**src/rtl/uop_dispatch_arbiter.sv**
```systemverilog
// Arbitrates the type-sorted micro-op lanes onto the single decoder port.
// Ordinary lanes share round-robin under a credit limit; the TERM lane is a drain barrier.
module uop_dispatch_arbiter #(
    parameter int LANES   = 3,
    parameter int UOP_W   = 24,
    parameter int CREDITS = 8,
    localparam int LANE_W = (LANES > 1) ? $clog2(LANES) : 1,
    localparam int CRED_W = $clog2(CREDITS + 1)
) (
    input  logic                   clk,
    input  logic                   rst_n,
    input  logic [LANES*UOP_W-1:0] lane_uop_i,
    input  logic [LANES-1:0]       lane_valid_i,
    output logic [LANES-1:0]       lane_ready_o,
    input  logic                   wakeup_i,
    output logic [UOP_W-1:0]       out_uop_o,
    output logic [LANE_W-1:0]      out_lane_o,
    output logic                   out_valid_o,
    input  logic                   out_ready_i,
    input  logic                   credit_return_i,
    output logic [CRED_W-1:0]      credits_o,
    output logic                   halted_o
);

    localparam int TERM = LANES - 1;
    localparam int NORD = LANES - 1;

    typedef enum logic [1:0] {
        S_RUN,
        S_DRAIN,
        S_HALT
    } state_e;

    state_e            state_q, state_d;
    logic [LANE_W-1:0] rr_q, rr_d;
    logic [CRED_W-1:0] credits_q, credits_d;
    logic [UOP_W-1:0]  out_uop_q;
    logic [LANE_W-1:0] out_lane_q;
    logic              out_valid_q;
    logic              halted_q;

    logic              slot;
    logic              can_grant;
    logic              ord_found;
    logic [LANE_W-1:0] ord_idx;
    logic              grant_any;
    logic [LANE_W-1:0] grant_lane;
    logic [LANES-1:0]  grant_vec;
    logic              ret_eff;
    int                idx;

    // Round-robin search over ordinary lanes, starting one past the last winner.
    // NOTE: every variable written here gets a default first, so no path can infer a latch.
    always_comb begin
        ord_found = 1'b0;
        ord_idx   = '0;
        idx       = 0;
        for (int k = 1; k <= NORD; k++) begin
            idx = int'(rr_q) + k;
            if (idx >= NORD) begin
                idx = idx - NORD;
            end
            if (!ord_found && lane_valid_i[LANE_W'(idx)]) begin
                ord_found = 1'b1;
                ord_idx   = LANE_W'(idx);
            end
        end
    end

    always_comb begin
        slot       = !out_valid_q || out_ready_i;
        can_grant  = slot && (credits_q != '0);
        state_d    = state_q;
        rr_d       = rr_q;
        grant_any  = 1'b0;
        grant_lane = '0;
        grant_vec  = '0;

        case (state_q)
            S_RUN, S_DRAIN: begin
                if (can_grant && ord_found) begin
                    grant_any  = 1'b1;
                    grant_lane = ord_idx;
                    rr_d       = ord_idx;
                end else if (state_q == S_DRAIN && can_grant && lane_valid_i[TERM]) begin
                    // TERM only goes out once every ordinary lane is empty.
                    grant_any  = 1'b1;
                    grant_lane = LANE_W'(TERM);
                    state_d    = wakeup_i ? S_RUN : S_HALT;
                end
                if (state_q == S_RUN && lane_valid_i[TERM]) begin
                    state_d = S_DRAIN;
                end
            end
            S_HALT: begin
                if (wakeup_i) begin
                    state_d = S_RUN;
                end
            end
            default: state_d = S_RUN;
        endcase

        if (grant_any) begin
            grant_vec[grant_lane] = 1'b1;
        end

        // A return into a full counter is dropped unless a grant consumes a slot alongside it.
        ret_eff   = credit_return_i && !((credits_q == CRED_W'(CREDITS)) && !grant_any);
        credits_d = credits_q - CRED_W'(grant_any) + CRED_W'(ret_eff);
    end

    // NOTE: sequential state uses non-blocking assignments so every register samples pre-edge values.
    always_ff @(posedge clk) begin
        if (!rst_n) begin
            state_q     <= S_RUN;
            rr_q        <= LANE_W'(LANES - 2);
            credits_q   <= CRED_W'(CREDITS);
            out_uop_q   <= '0;
            out_lane_q  <= '0;
            out_valid_q <= 1'b0;
            halted_q    <= 1'b0;
        end else begin
            state_q   <= state_d;
            rr_q      <= rr_d;
            credits_q <= credits_d;
            halted_q  <= (state_d == S_HALT);
            if (grant_any) begin
                out_uop_q   <= lane_uop_i[grant_lane*UOP_W +: UOP_W];
                out_lane_q  <= grant_lane;
                out_valid_q <= 1'b1;
            end else if (out_ready_i) begin
                out_valid_q <= 1'b0;
            end
        end
    end

    assign lane_ready_o = grant_vec;
    assign out_uop_o    = out_uop_q;
    assign out_lane_o   = out_lane_q;
    assign out_valid_o  = out_valid_q;
    assign credits_o    = credits_q;
    assign halted_o     = halted_q;

`ifndef SYNTHESIS
    a_onehot_ready : assert property (@(posedge clk) disable iff (!rst_n)
        $onehot0(lane_ready_o));
    a_halt_quiet : assert property (@(posedge clk) disable iff (!rst_n)
        (state_q == S_HALT) |-> (lane_ready_o == '0));
    a_credit_bound : assert property (@(posedge clk) disable iff (!rst_n)
        credits_q <= CRED_W'(CREDITS));
    a_hold_output : assert property (@(posedge clk) disable iff (!rst_n)
        (out_valid_q && !out_ready_i) |=> (out_valid_q && $stable(out_uop_q)));
`endif

endmodule

```
**config.mk**
```make
export PLATFORM = sky130hd
export DESIGN_NAME = uop_dispatch_arbiter
export DESIGN_NICKNAME = d
export VERILOG_FILES = /design/src/rtl/uop_dispatch_arbiter.sv
export SDC_FILE = /design/constraint.sdc
export NUM_CORES = 1
export LEC_CHECK = 0
export ABC_AREA = 1
export CAP_MARGIN = 25
export CORE_MARGIN = 2
export CORE_UTILIZATION = 35
export CTS_CLUSTER_DIAMETER = 150
export DETAILED_ROUTE_END_ITERATION = 12
export PLACE_DENSITY = 0.86
export SKIP_LAST_GASP = 1
export SLEW_MARGIN = 15
export SYNTH_ARGS = -nofsm -noshare
export SYNTH_HDL_FRONTEND = slang
export SYNTH_SLANG_ARGS = --single-unit
```
**constraint.sdc**
```tcl
create_clock -name clk -period 2.2 [get_ports clk]
set_input_delay 0.33 -clock clk [delete_from_list [all_inputs] [get_ports clk]]
set_output_delay 0.33 -clock clk [all_outputs]
set_load 0.02 [all_outputs]
```
==> results.py <==
metrics = {
    "routing": {
        "highest-signal-layer": "met4",
        "drt-total-wl_um": 7749,
        "drtIter0Drc": 135,
        "first_pass_iters": 4,
        "vias_per_cell": 5.107,
        "drcViolationCount": 0,
        "met1Wirelength_um": 2941,
        "ant_nets": 0,
        "wl_met2_um": 4047,
        "wl_per_cell_um": 15.34,
        "dr_wl_met3_um": 580,
        "vias": 2579,
    },
    "timing": {
        "slew_viol_final": 0,
        "period_share_pct": 97.17,
        "fin_ws_ps": 62.35,
        "min_period_ps": 2138,
        "relSlewSlack_pct": 74.17,
        "hold_viol": 0,
        "setup_violations": 0,
        "max_freq_mhz": 467.8,
        "tightest_slew_ps": 386.3,
        "finClkSkew_ps": 6.338,
    },
    "pwr": {
        "p_per_area_nw_per_um2": 1534,
        "power.total_uw": 5541,
        "vdd_ir_drop_max_v": 0.0007798,
        "p_leak_uw": 0.001566,
    },
    "global_route": {
        "grt_overflow": 0,
        "antenna_found_initial": 0,
        "grt_max_degree": 27,
        "grt_pass1_wl_um": 11420,
        "grt_pass1_vias": 2464,
        "grt_use_total_pct": 22.50,
    },
    "setup_path": {
        "crit_slowest_cell": "dfxtp_4",
        "slowest_delay_ps": 360,
        "crit_path_start_kind": "flop",
        "path_cells": "inv_4 > ha_4 > nand3_4 > nand2_4 > nor2_8 > o21ai_4 > or2_4 > ha_4 > a21o_1 > a21oi_2 > xor2_1 > or2_4",
        "worstSetupPathType": "reg2reg",
        "arrival_ps": 2320,
        "worst-path-max-fanout": 5,
        "cp.required_ps": 2380,
        "cp-end-kind": "flop",
    },
    "min_path": {
        "hp-class": "in2reg",
    },
    "clocking": {
        "clkLatencyLatePin_ps": 290,
        "cts_tree": "done",
        "htreeDepth": 2,
        "clockBufferDepth": 2,
        "clockRootBuffer": "clkbuf_8",
        "cts_buffers": 5,
        "clkTransAtPathRegs_ps": 70,
        "numClockSinks": 36,
        "hold_buffers": 0,
    },
    "run_status": {
        "outcome": "complete, no violations",
    },
    "place": {
        "place_congestion": 0.8208,
        "port_buffers": 114,
        "place_ws_ps": -420.9,
        "detailed_place_hpwl_um": 5469,
    },
    "synthesis": {
        "synth_seq_area_share_pct": 34.18,
        "synth_warnings": 0,
        "avgSynthCellArea_sq_um": 7.004,
        "ys_ff_latch": 36,
        "synth_cell_types": 28,
        "syn_nets": 387,
        "syn_inst": 301,
        "syn_area_sq_um": 2108,
    },
    "finish": {
        "final_util_pct": 61.37,
        "final_nets": 515,
        "n_antenna_cell": 0,
        "syn_to_final_growth_pct": 71.34,
        "drive_gt1_share_pct": 15.35,
    },
    "floorplanning": {
        "die_y_um": 81.61,
        "core_sq_um": 5886,
        "initial_core_util_pct": 35.82,
        "io_pins": 115,
        "rows": 28,
        "die_area_sq_um": 6660,
        "die_w_um": 81.61,
    },
    "job": {
        "drv_cap": 0,
    },
}
registers in the layout (all words and copies together), names as in the netlist:
signal and flops:
credits_o 4, halted_o 1, out_lane_o 2, state_q 2, out_uop_o 24, out_valid_o 1
rr_q 2
routing by layer:
metal | up-vias | global-route usage [%]
li1 | 1275 | -
met1 | 1185 | 24.46
met2 | 105 | 41.72
met3 | 14 | 4.945
met4 | 0 | 9.667
met5 | - | 0
cells in the final DEF, fill, tap and decap left out, drive strengths merged, types with 2 or more instances in the layout:
cell type	count
nand4	26
nand2	89
dfxtp	36
inv	19
clkbuf	10
a21oi	53
clkdlybuf4s50	109
nor2	6
or2	3
nand3	7
dlygate4sd2	2
ha	5
buf	28
o21ai	30
worst max-delay path: cells and delay by family, from the launching register on:
family          cells  cell delay (ps)
buf+inv             1               40
simple gates        5              770
compound gates      3              410
xor+xnor            1               70
fa+ha+maj           2              380
flops               1              360
where the power goes:
group	switching [uW]	internal, uW
Sequential	193	981
Combinational	2180	1700
Clock	232	256
Total	2610	2940
synthesized netlist by cell type, drive strengths merged:
master / number / share of area (%)
nand2: 89 / 17
nand4: 26 / 8.0
a21oi: 53 / 13
nand3: 7 / 2.8
or2: 3 / 0.89
ha: 5 / 3.0
nor2: 6 / 1.8
inv: 19 / 3.4
xor2: 1 / 0.42
xnor2: 1 / 0.42
nor3: 1 / 0.24
a21o: 1 / 0.36
o21ai: 30 / 7.3
dfxtp: 36 / 34
fa: 1 / 0.95
clkbuf: 3 / 0.53
buf: 18 / 6.1
a211o: 1 / 0.42
layout make-up:
type / instances / area [sq um]
Fill cell: 521 / 2273
Timing Repair Buffer: 142 / 1358
Multi-Input combinational cell: 225 / 1266
Sequential cell: 36 / 730.7
Tap cell: 75 / 93.84
Clock buffer: 8 / 90.09
Inverter: 19 / 73.82
per-stage QoR:
step	setup TNS (ps)	hold slack [ps]	area, sq um	std cells
5_1_grt	-5.381	440.3	3612	505
6_report	0	418.1	3612	505
4_1_cts	-55.74	483.2	3566	501
3_5_place_dp	-1902	471.5	3428	490
2_1_floorplan	-88.56	490.7	2167	301
3_3_place_gp	-1380	450.4	3428	490
path summary, 6_finish.rpt:
check | slack, ps | cells past startpoint | to | start
setup reg to reg | 60 | 12 | credits_o[3] | credits_o[2]
setup / recovery | 60 | 12 | credits_o[3] | credits_o[2]
hold / removal | 420 | 4 | out_valid_o | out_ready_i
hold reg to reg | 480 | 2 | out_lane_o[0] | out_lane_o[0]
kinds of logic (layout without fill, tap and decap cells):
kind of cell             Yosys count  after routing  share of synthesized area [%]
AND/OR/NAND/NOR                  132            132                          30.39
XOR/XNOR                           2              2                         0.8310
adder cells (fa/ha/maj)            6              6                          3.917
flip-flops                        36             36                          34.18
buffers and inverters             40            169                          10.03
AO/OA/AOI/OAI                     85             85                          20.65
timing repair:
action	CTS	global route
setup endpoints to repair	6	5
buffers inserted	3	4
pin swaps	3	8
gates resized for setup	10	11
Power figures use the tool's default switching activity.
